**config.mk**
```make
export PLATFORM = sky130hd
export DESIGN_NAME = eth_gmii_frame_rx
export DESIGN_NICKNAME = d
export VERILOG_FILES = /design/src/rtl/eth_rx_pkg.sv /design/src/rtl/eth_crc32_byte.sv /design/src/rtl/eth_gmii_frame_rx.sv
export SDC_FILE = /design/constraint.sdc
export NUM_CORES = 1
export LEC_CHECK = 0
export CAP_MARGIN = 10
export CORE_MARGIN = 5
export CORE_UTILIZATION = 48
export DETAILED_ROUTE_END_ITERATION = 8
export GPL_ROUTABILITY_DRIVEN = 0
export PLACE_DENSITY = 0.71
export SLEW_MARGIN = 30
export SYNTH_ARGS = -nofsm -noshare
export SYNTH_HDL_FRONTEND = slang
export SYNTH_SLANG_ARGS = --single-unit
```
**constraint.sdc**
```tcl
create_clock -name clk_125m -period 5.8 [get_ports clk_125m]
set_input_delay 1.16 -clock clk_125m [delete_from_list [all_inputs] [get_ports clk_125m]]
set_output_delay 1.16 -clock clk_125m [all_outputs]
set_load 0.1 [all_outputs]
```
**src/rtl/eth_rx_pkg.sv**
```systemverilog
// Shared GMII receive types, constants and the byte-wide CRC-32 step.
package eth_rx_pkg;

  typedef enum logic [1:0] {
    IDLE,
    PRE,
    DATA,
    DROP
  } rx_state_e;

  localparam logic [7:0]  ETH_PREAMBLE    = 8'h55;
  localparam logic [7:0]  ETH_SFD         = 8'hD5;
  localparam logic [31:0] CRC32_POLY_REFL = 32'hEDB88320;
  localparam logic [31:0] CRC32_RESIDUE   = 32'hDEBB20E3;
  localparam logic [31:0] CRC32_INIT      = 32'hFFFFFFFF;

  function automatic logic [31:0] crc32_byte(
    input logic [31:0] crc,
    input logic [7:0]  data
  );
    logic [31:0] c;
    c = crc;
    for (int i = 0; i < 8; i++) begin
      if (c[0] ^ data[i]) c = (c >> 1) ^ CRC32_POLY_REFL;
      else                c = c >> 1;
    end
    return c;
  endfunction

endpackage

```
**src/rtl/eth_crc32_byte.sv**
```systemverilog
// Registered reflected CRC-32, one byte per enabled cycle.
// init has priority over en.
module eth_crc32_byte
  import eth_rx_pkg::*;
(
  input  logic        clk,
  input  logic        rst_n,
  input  logic        init,
  input  logic        en,
  input  logic [7:0]  data,
  output logic [31:0] crc
);

  always_ff @(posedge clk or negedge rst_n) begin
    if (!rst_n)    crc <= CRC32_INIT;
    else if (init) crc <= CRC32_INIT;
    else if (en)   crc <= crc32_byte(crc, data);
  end

endmodule

```
**src/rtl/eth_gmii_frame_rx.sv**
```systemverilog
// GMII receive front end: preamble/SFD delineation, byte stream,
// CRC and length checks, saturating good/bad frame counters.
module eth_gmii_frame_rx
  import eth_rx_pkg::*;
#(
  parameter int PRE_MIN   = 7,
  parameter int MIN_LEN   = 64,
  parameter int MAX_LEN   = 1518,
  parameter int STRIP_FCS = 1,
  parameter int LEN_W     = 16,
  parameter int CNT_W     = 32
) (
  input  logic             clk_125m,
  input  logic             rst_n,
  input  logic             rx_dv,
  input  logic             rx_er,
  input  logic [7:0]       rxd,
  input  logic             cnt_clr,
  output logic [7:0]       m_data,
  output logic             m_valid,
  output logic             m_sof,
  output logic             m_eof,
  output logic             frame_done,
  output logic             frame_good,
  output logic             err_crc,
  output logic             err_short,
  output logic             err_long,
  output logic             err_phy,
  output logic             err_pre,
  output logic [LEN_W-1:0] frame_length,
  output logic [CNT_W-1:0] cnt_good,
  output logic [CNT_W-1:0] cnt_bad
);

  localparam int D  = (STRIP_FCS != 0) ? 5 : 1;
  localparam int FW = $clog2(D + 1);
  localparam int PW = $clog2(PRE_MIN + 1) + 1;

  localparam logic [FW-1:0]    FULL    = FW'(D);
  localparam logic [PW-1:0]    PRE_OK  = PW'(PRE_MIN);
  localparam logic [LEN_W-1:0] LEN_MIN = LEN_W'(MIN_LEN);
  localparam logic [LEN_W-1:0] LEN_MAX = LEN_W'(MAX_LEN);

  rx_state_e        state_q, state_d;
  logic [PW-1:0]    pre_q, pre_d;
  logic [LEN_W-1:0] len_q, len_d;
  logic [FW-1:0]    fill_q, fill_d;
  logic             sof_q, sof_d;
  logic             phy_q, phy_d;
  logic [7:0]       dl_q [D];

  logic        shift, crc_init, crc_en;
  logic        emit, fin, pre_err, done;
  logic        crc_bad, too_short, too_long, bad;
  logic [31:0] crc;

  eth_crc32_byte u_crc (
    .clk   (clk_125m),
    .rst_n (rst_n),
    .init  (crc_init),
    .en    (crc_en),
    .data  (rxd),
    .crc   (crc)
  );

  always_ff @(posedge clk_125m or negedge rst_n) begin
    if (!rst_n) begin
      state_q <= IDLE;
      pre_q   <= '0;
      len_q   <= '0;
      fill_q  <= '0;
      sof_q   <= 1'b0;
      phy_q   <= 1'b0;
    end else begin
      state_q <= state_d;
      pre_q   <= pre_d;
      len_q   <= len_d;
      fill_q  <= fill_d;
      sof_q   <= sof_d;
      phy_q   <= phy_d;
    end
  end

  always_comb begin
    state_d  = state_q;
    pre_d    = pre_q;
    len_d    = len_q;
    fill_d   = fill_q;
    sof_d    = sof_q;
    phy_d    = phy_q;
    shift    = 1'b0;
    crc_init = 1'b0;
    crc_en   = 1'b0;
    emit     = 1'b0;
    fin      = 1'b0;
    pre_err  = 1'b0;
    unique case (state_q)
      IDLE: begin
        crc_init = 1'b1;
        if (rx_dv) begin
          state_d = PRE;
          pre_d   = PW'(1);
        end
      end
      PRE: begin
        crc_init = 1'b1;
        if (!rx_dv) begin
          pre_err = 1'b1;
          state_d = IDLE;
        end else if (rxd == ETH_PREAMBLE) begin
          if (pre_q != '1) pre_d = pre_q + PW'(1);
        end else if (rxd == ETH_SFD && pre_q >= PRE_OK) begin
          state_d = DATA;
          len_d   = '0;
          fill_d  = '0;
          sof_d   = 1'b1;
          phy_d   = 1'b0;
        end else begin
          pre_err = 1'b1;
          state_d = DROP;
        end
      end
      DATA: begin
        if (rx_dv) begin
          crc_en = 1'b1;
          shift  = 1'b1;
          if (len_q != '1) len_d = len_q + LEN_W'(1);
          if (rx_er) phy_d = 1'b1;
          if (fill_q == FULL) begin
            emit  = 1'b1;
            sof_d = 1'b0;
          end else begin
            fill_d = fill_q + FW'(1);
          end
        end else begin
          // Oldest held byte closes the stream; the rest is FCS.
          fin     = 1'b1;
          emit    = (fill_q == FULL);
          fill_d  = '0;
          state_d = IDLE;
        end
      end
      DROP: begin
        if (!rx_dv) state_d = IDLE;
      end
      default: state_d = IDLE;
    endcase
  end

  assign done      = pre_err | fin;
  assign crc_bad   = (crc != CRC32_RESIDUE);
  assign too_short = (len_q < LEN_MIN);
  assign too_long  = (len_q > LEN_MAX);
  assign bad       = crc_bad | too_short | too_long | phy_q;

  always_ff @(posedge clk_125m or negedge rst_n) begin
    if (!rst_n) begin
      for (int i = 0; i < D; i++) dl_q[i] <= '0;
    end else if (shift) begin
      dl_q[0] <= rxd;
      for (int i = 1; i < D; i++) dl_q[i] <= dl_q[i-1];
    end
  end

  always_ff @(posedge clk_125m or negedge rst_n) begin
    if (!rst_n) begin
      m_data       <= '0;
      m_valid      <= 1'b0;
      m_sof        <= 1'b0;
      m_eof        <= 1'b0;
      frame_done   <= 1'b0;
      frame_good   <= 1'b0;
      err_crc      <= 1'b0;
      err_short    <= 1'b0;
      err_long     <= 1'b0;
      err_phy      <= 1'b0;
      err_pre      <= 1'b0;
      frame_length <= '0;
    end else begin
      m_data       <= emit ? dl_q[D-1] : 8'h00;
      m_valid      <= emit;
      m_sof        <= emit & sof_q;
      m_eof        <= emit & fin;
      frame_done   <= done;
      frame_good   <= fin & ~bad;
      err_crc      <= fin & crc_bad;
      err_short    <= fin & too_short;
      err_long     <= fin & too_long;
      err_phy      <= fin & phy_q;
      err_pre      <= pre_err;
      frame_length <= fin ? len_q : '0;
    end
  end

  always_ff @(posedge clk_125m or negedge rst_n) begin
    if (!rst_n) begin
      cnt_good <= '0;
      cnt_bad  <= '0;
    end else if (cnt_clr) begin
      cnt_good <= '0;
      cnt_bad  <= '0;
    end else if (frame_done) begin
      if (frame_good) begin
        if (cnt_good != '1) cnt_good <= cnt_good + CNT_W'(1);
      end else begin
        if (cnt_bad != '1) cnt_bad <= cnt_bad + CNT_W'(1);
      end
    end
  end

endmodule

```
==> run_results.csv <==
group,metric,value,unit
status,status,"complete, no violations",
clocking,clkLatencyLatePin,0.43,ns
finish,design.final.nets,1122,
detailed_routing,detail_route.wirelength,22.6,mm
placed_design,pre_cts_slack,2.16,ns
critical_path,worst_path_largest_cell_delay,1.21,ns
clocking,cts-resized-gates,0,
critical_path,worstSetupEndpointType,"output port",
synth,yosysSeqAreaShare,50.4,%
timing,worst_setup_skew_after_layout,0.00716,ns
job,drv_cap,0,
clocking,clock_tree_from_tritoncts,"yes",
synth,synth_largest_type_area_fraction,41.8,%
critical_path,rrSetupSlack,3.09,ns
grt,grt_antenna_before_repair,0,
finish,post_route_cells_drive_above_1_share,9.86,%
synth,synthMostInstantiatedCell,"sky130_fd_sc_hd__nand2_1",
critical_path,cp_slowest_cell,"sky130_fd_sc_hd__clkdlybuf4s50_1",
detailed_routing,route.antenna.remaining_nets,0,
critical_path,worst-path-stages,1,
critical_path,crit_family,"buffers and inverters",
synth,synthesis.nets,1036,
detailed_routing,drt_first_pass_iters,5,
synth,synth_area_leaders,"sky130_fd_sc_hd__dfrtp_1 (42%), sky130_fd_sc_hd__dfstp_2 (8.5%), sky130_fd_sc_hd__nand2_1 (6.5%), sky130_fd_sc_hd__a21oi_1 (4.5%), sky130_fd_sc_hd__xnor2_1 (4.2%)",
clocking,cts_hold_buf,0,
die,io_pins,111,
synth,synthesis.area,0.00987,sq mm
clocking,cts-root-to-sink-buffers,2,
critical_path,crit_chain,"clkdlybuf4s50_1",
placed_design,port-buffer-count,110,
critical_path,required_time_at_the_worst_slack_endpoint,4.64,ns
synth,synth_top_area_cell,"sky130_fd_sc_hd__dfrtp_1",
critical_path,crit_start,"frame_good$_DFF_PN0_",
synth,synth_cell_type_count,69,
timing,setup-tns-final,0,ns
timing,setup_ws,2.47,ns
die,std_cell_rows,52,
placed_design,detailed_place.area,0.0111,sq mm
synth,synthFlopType,"sky130_fd_sc_hd__dfrtp_1",
synth,ys_warns,0,
critical_path,worst_setup_path_endpoint,"frame_good",
clocking,clock-sinks,197,
die,start_util,48.8,%
timing,rsz0062_at_grt,"no",
critical_path,setup_crit_start_kind,"flip-flop",
power,power.density,287,mW/mm^2
timing,report.final.slew_viol_count,0,
critical_path,critPathMaxFanout,6,
timing,worst_slew_margin_rel,31.0,%
detailed_routing,route.vias.total,7851,
grt,number_of_global_route_vias_before_repair,7627,
power,power.static_leakage,4.81,nW
finish,syn2layout_area_growth,19.0,%
finish,insertedDiodeCount,0,
die,placeableCoreArea,0.0202,sq mm
synth,ys_ff_latch,197,
placed_design,dp_hpwl,15.6,mm
die,die_w,153,um
clocking,tritoncts.num_buffers,17,
grt,grt_pass1_wl,38.3,mm
finish,post_route_cell_area,0.0117,sq mm
detailed_routing,routedWlPerCell,16.3,um
timing,finalHoldWorstSlack,0.462,ns
critical_path,worst-setup-path-type,"flip-flop to output port",
critical_path,reg2reg_from,"cnt_bad[6]$_DFFE_PN0P_",
timing,hold_viol_final,0,
critical_path,crit-reg2reg-capture,"cnt_bad[3]$_DFFE_PN0P_",
hold_path,min_path_type,"flip-flop to flip-flop",
detailed_routing,viasPerCell,5.66,
die,die_area,0.0235,sq mm
grt,grt.total_usage,19.3,%
detailed_routing,drt_iter0_drc,523,
clocking,cts_root_buffer,"sky130_fd_sc_hd__clkbuf_16",
critical_path,reg2reg_depth,6,
timing,tcrit_tclk_final,57.3,%
synth,netlist_instances,1017,
critical_path,cp.buffers_inverters,1,
timing,timing.fmax,301,MHz
die,die-height,153,um
clocking,post_cts.repair.setup_buffers,0,
timing,setup_viol,0,
clocking,clkTransAtPathRegs,0.07,ns
synth,async_reset_ff_share,100,%
synth,synthTopCellsByCount,"sky130_fd_sc_hd__nand2_1 (172), sky130_fd_sc_hd__dfrtp_1 (165), sky130_fd_sc_hd__a21oi_1 (88), sky130_fd_sc_hd__xnor2_1 (47), sky130_fd_sc_hd__nor2_1 (45)",
power,ir_worst_vdd,238,uV
clocking,htreeDepth,4,
synth,synth.avg_cell_area,9.70,sq um
timing,min_tclk_post_route,3.33,ns
timing,max_slew.worst_pin.slew,1.03,ns
critical_path,cp.arrival,2.17,ns
detailed_routing,drc_errors,0,
synth,synth_edf_count,0,
grt,grt_start_max_net_pins,97,
grt,residual_overflow_from_global_routing,0,
-- layer usage --
metal	up-vias	routed length (um)	global-route usage, %
met3	37	1140	3.96
li1	3815	-	-
met1	3796	10100	25.8
met4	0	513	6.10
met2	203	10900	31.9
met5	-	0	0
-- power by group --
group	switching, W	internal, W	leakage (nW)
registers	0.0000979	0.00153	2.58
logic	0.000339	0.000221	1.94
clock network	0.000523	0.000654	0.283
total	0.000960	0.00241	4.81
-- how the worst min path moves through the flow --
stage | startpoint | to | slack (ns) | cells after the start
CTS | dl_q[25]$_DFFE_PN0P_ | dl_q[17]$_DFFE_PN0P_ | 0.46 | 2
floorplan | dl_q[0]$_DFFE_PN0P_ | dl_q[0]$_DFFE_PN0P_ | 0.44 | 2
global placement | dl_q[21]$_DFFE_PN0P_ | dl_q[13]$_DFFE_PN0P_ | 0.45 | 2
detailed placement | dl_q[25]$_DFFE_PN0P_ | dl_q[17]$_DFFE_PN0P_ | 0.45 | 2
global route | dl_q[29]$_DFFE_PN0P_ | dl_q[21]$_DFFE_PN0P_ | 0.47 | 2
finish | dl_q[25]$_DFFE_PN0P_ | dl_q[17]$_DFFE_PN0P_ | 0.46 | 2
-- metrics by stage --
step / std cells / total power [W] / utilization [%]
floorplan: 1017 / 0.00206 / -
global placement: 1354 / 0.00220 / 55.1
detailed placement: 1354 / 0.00221 / 55.1
CTS: 1386 / 0.00340 / 58.0
global route: 1386 / 0.00354 / 58.0
finish: 1386 / 0.00337 / 58.0
-- cell families after synthesis --
family | Yosys count | synth area share [%]
AO/OA/AOI/OAI | 188 | 11.6
adder cells (fa/ha/maj) | 6 | 0.761
AND/OR/NAND/NOR | 470 | 25.2
multiplexers | 12 | 1.33
XOR/XNOR | 80 | 7.98
buffers and inverters | 64 | 2.78
flip-flops | 197 | 50.4
-- placed cells by master, fill, tap and decap left out, types with 4 or more instances in the layout --
cell / instances
sky130_fd_sc_hd__nand2b_1: 7
sky130_fd_sc_hd__or3_1: 32
sky130_fd_sc_hd__dfstp_2: 32
sky130_fd_sc_hd__nor4_1: 13
sky130_fd_sc_hd__xor2_1: 25
sky130_fd_sc_hd__buf_4: 8
sky130_fd_sc_hd__clkdlybuf4s50_1: 105
sky130_fd_sc_hd__nor2_1: 43
sky130_fd_sc_hd__nand2_1: 172
sky130_fd_sc_hd__o211ai_1: 7
sky130_fd_sc_hd__o21ai_1: 5
sky130_fd_sc_hd__xnor2_1: 47
sky130_fd_sc_hd__buf_2: 4
sky130_fd_sc_hd__o31ai_1: 27
sky130_fd_sc_hd__or4_1: 28
sky130_fd_sc_hd__inv_1: 12
sky130_fd_sc_hd__nor3_1: 37
sky130_fd_sc_hd__and3_1: 24
sky130_fd_sc_hd__dfrtp_1: 165
sky130_fd_sc_hd__nand3_1: 31
sky130_fd_sc_hd__clkbuf_16: 17
sky130_fd_sc_hd__and4_1: 7
sky130_fd_sc_hd__ha_1: 6
sky130_fd_sc_hd__and2_1: 15
sky130_fd_sc_hd__mux2_2: 9
sky130_fd_sc_hd__a21oi_1: 88
sky130_fd_sc_hd__nor2b_1: 10
sky130_fd_sc_hd__o21ai_0: 33
sky130_fd_sc_hd__nand4b_1: 6
sky130_fd_sc_hd__nand4_1: 23
-- flip-flops by register name (all words and copies together) (netlist names), 2 cells and up --
name	count
cnt_bad	32
cnt_good	32
m_data	8
pre_q	4
fill_q	3
u_crc.crc	32
frame_length	16
state_q	2
dl_q	40
len_q	16
-- layout make-up --
cell class / count / area [sq um]
flip-flops and latches: 197 / 4970
clock buffers: 19 / 443
repair buffers: 118 / 1140
inverters: 13 / 48.8
clock inverters: 13 / 150
multi-input cells: 756 / 4650
fillers: 1722 / 8490
well taps: 270 / 338
Power figures use the tool's default switching activity.
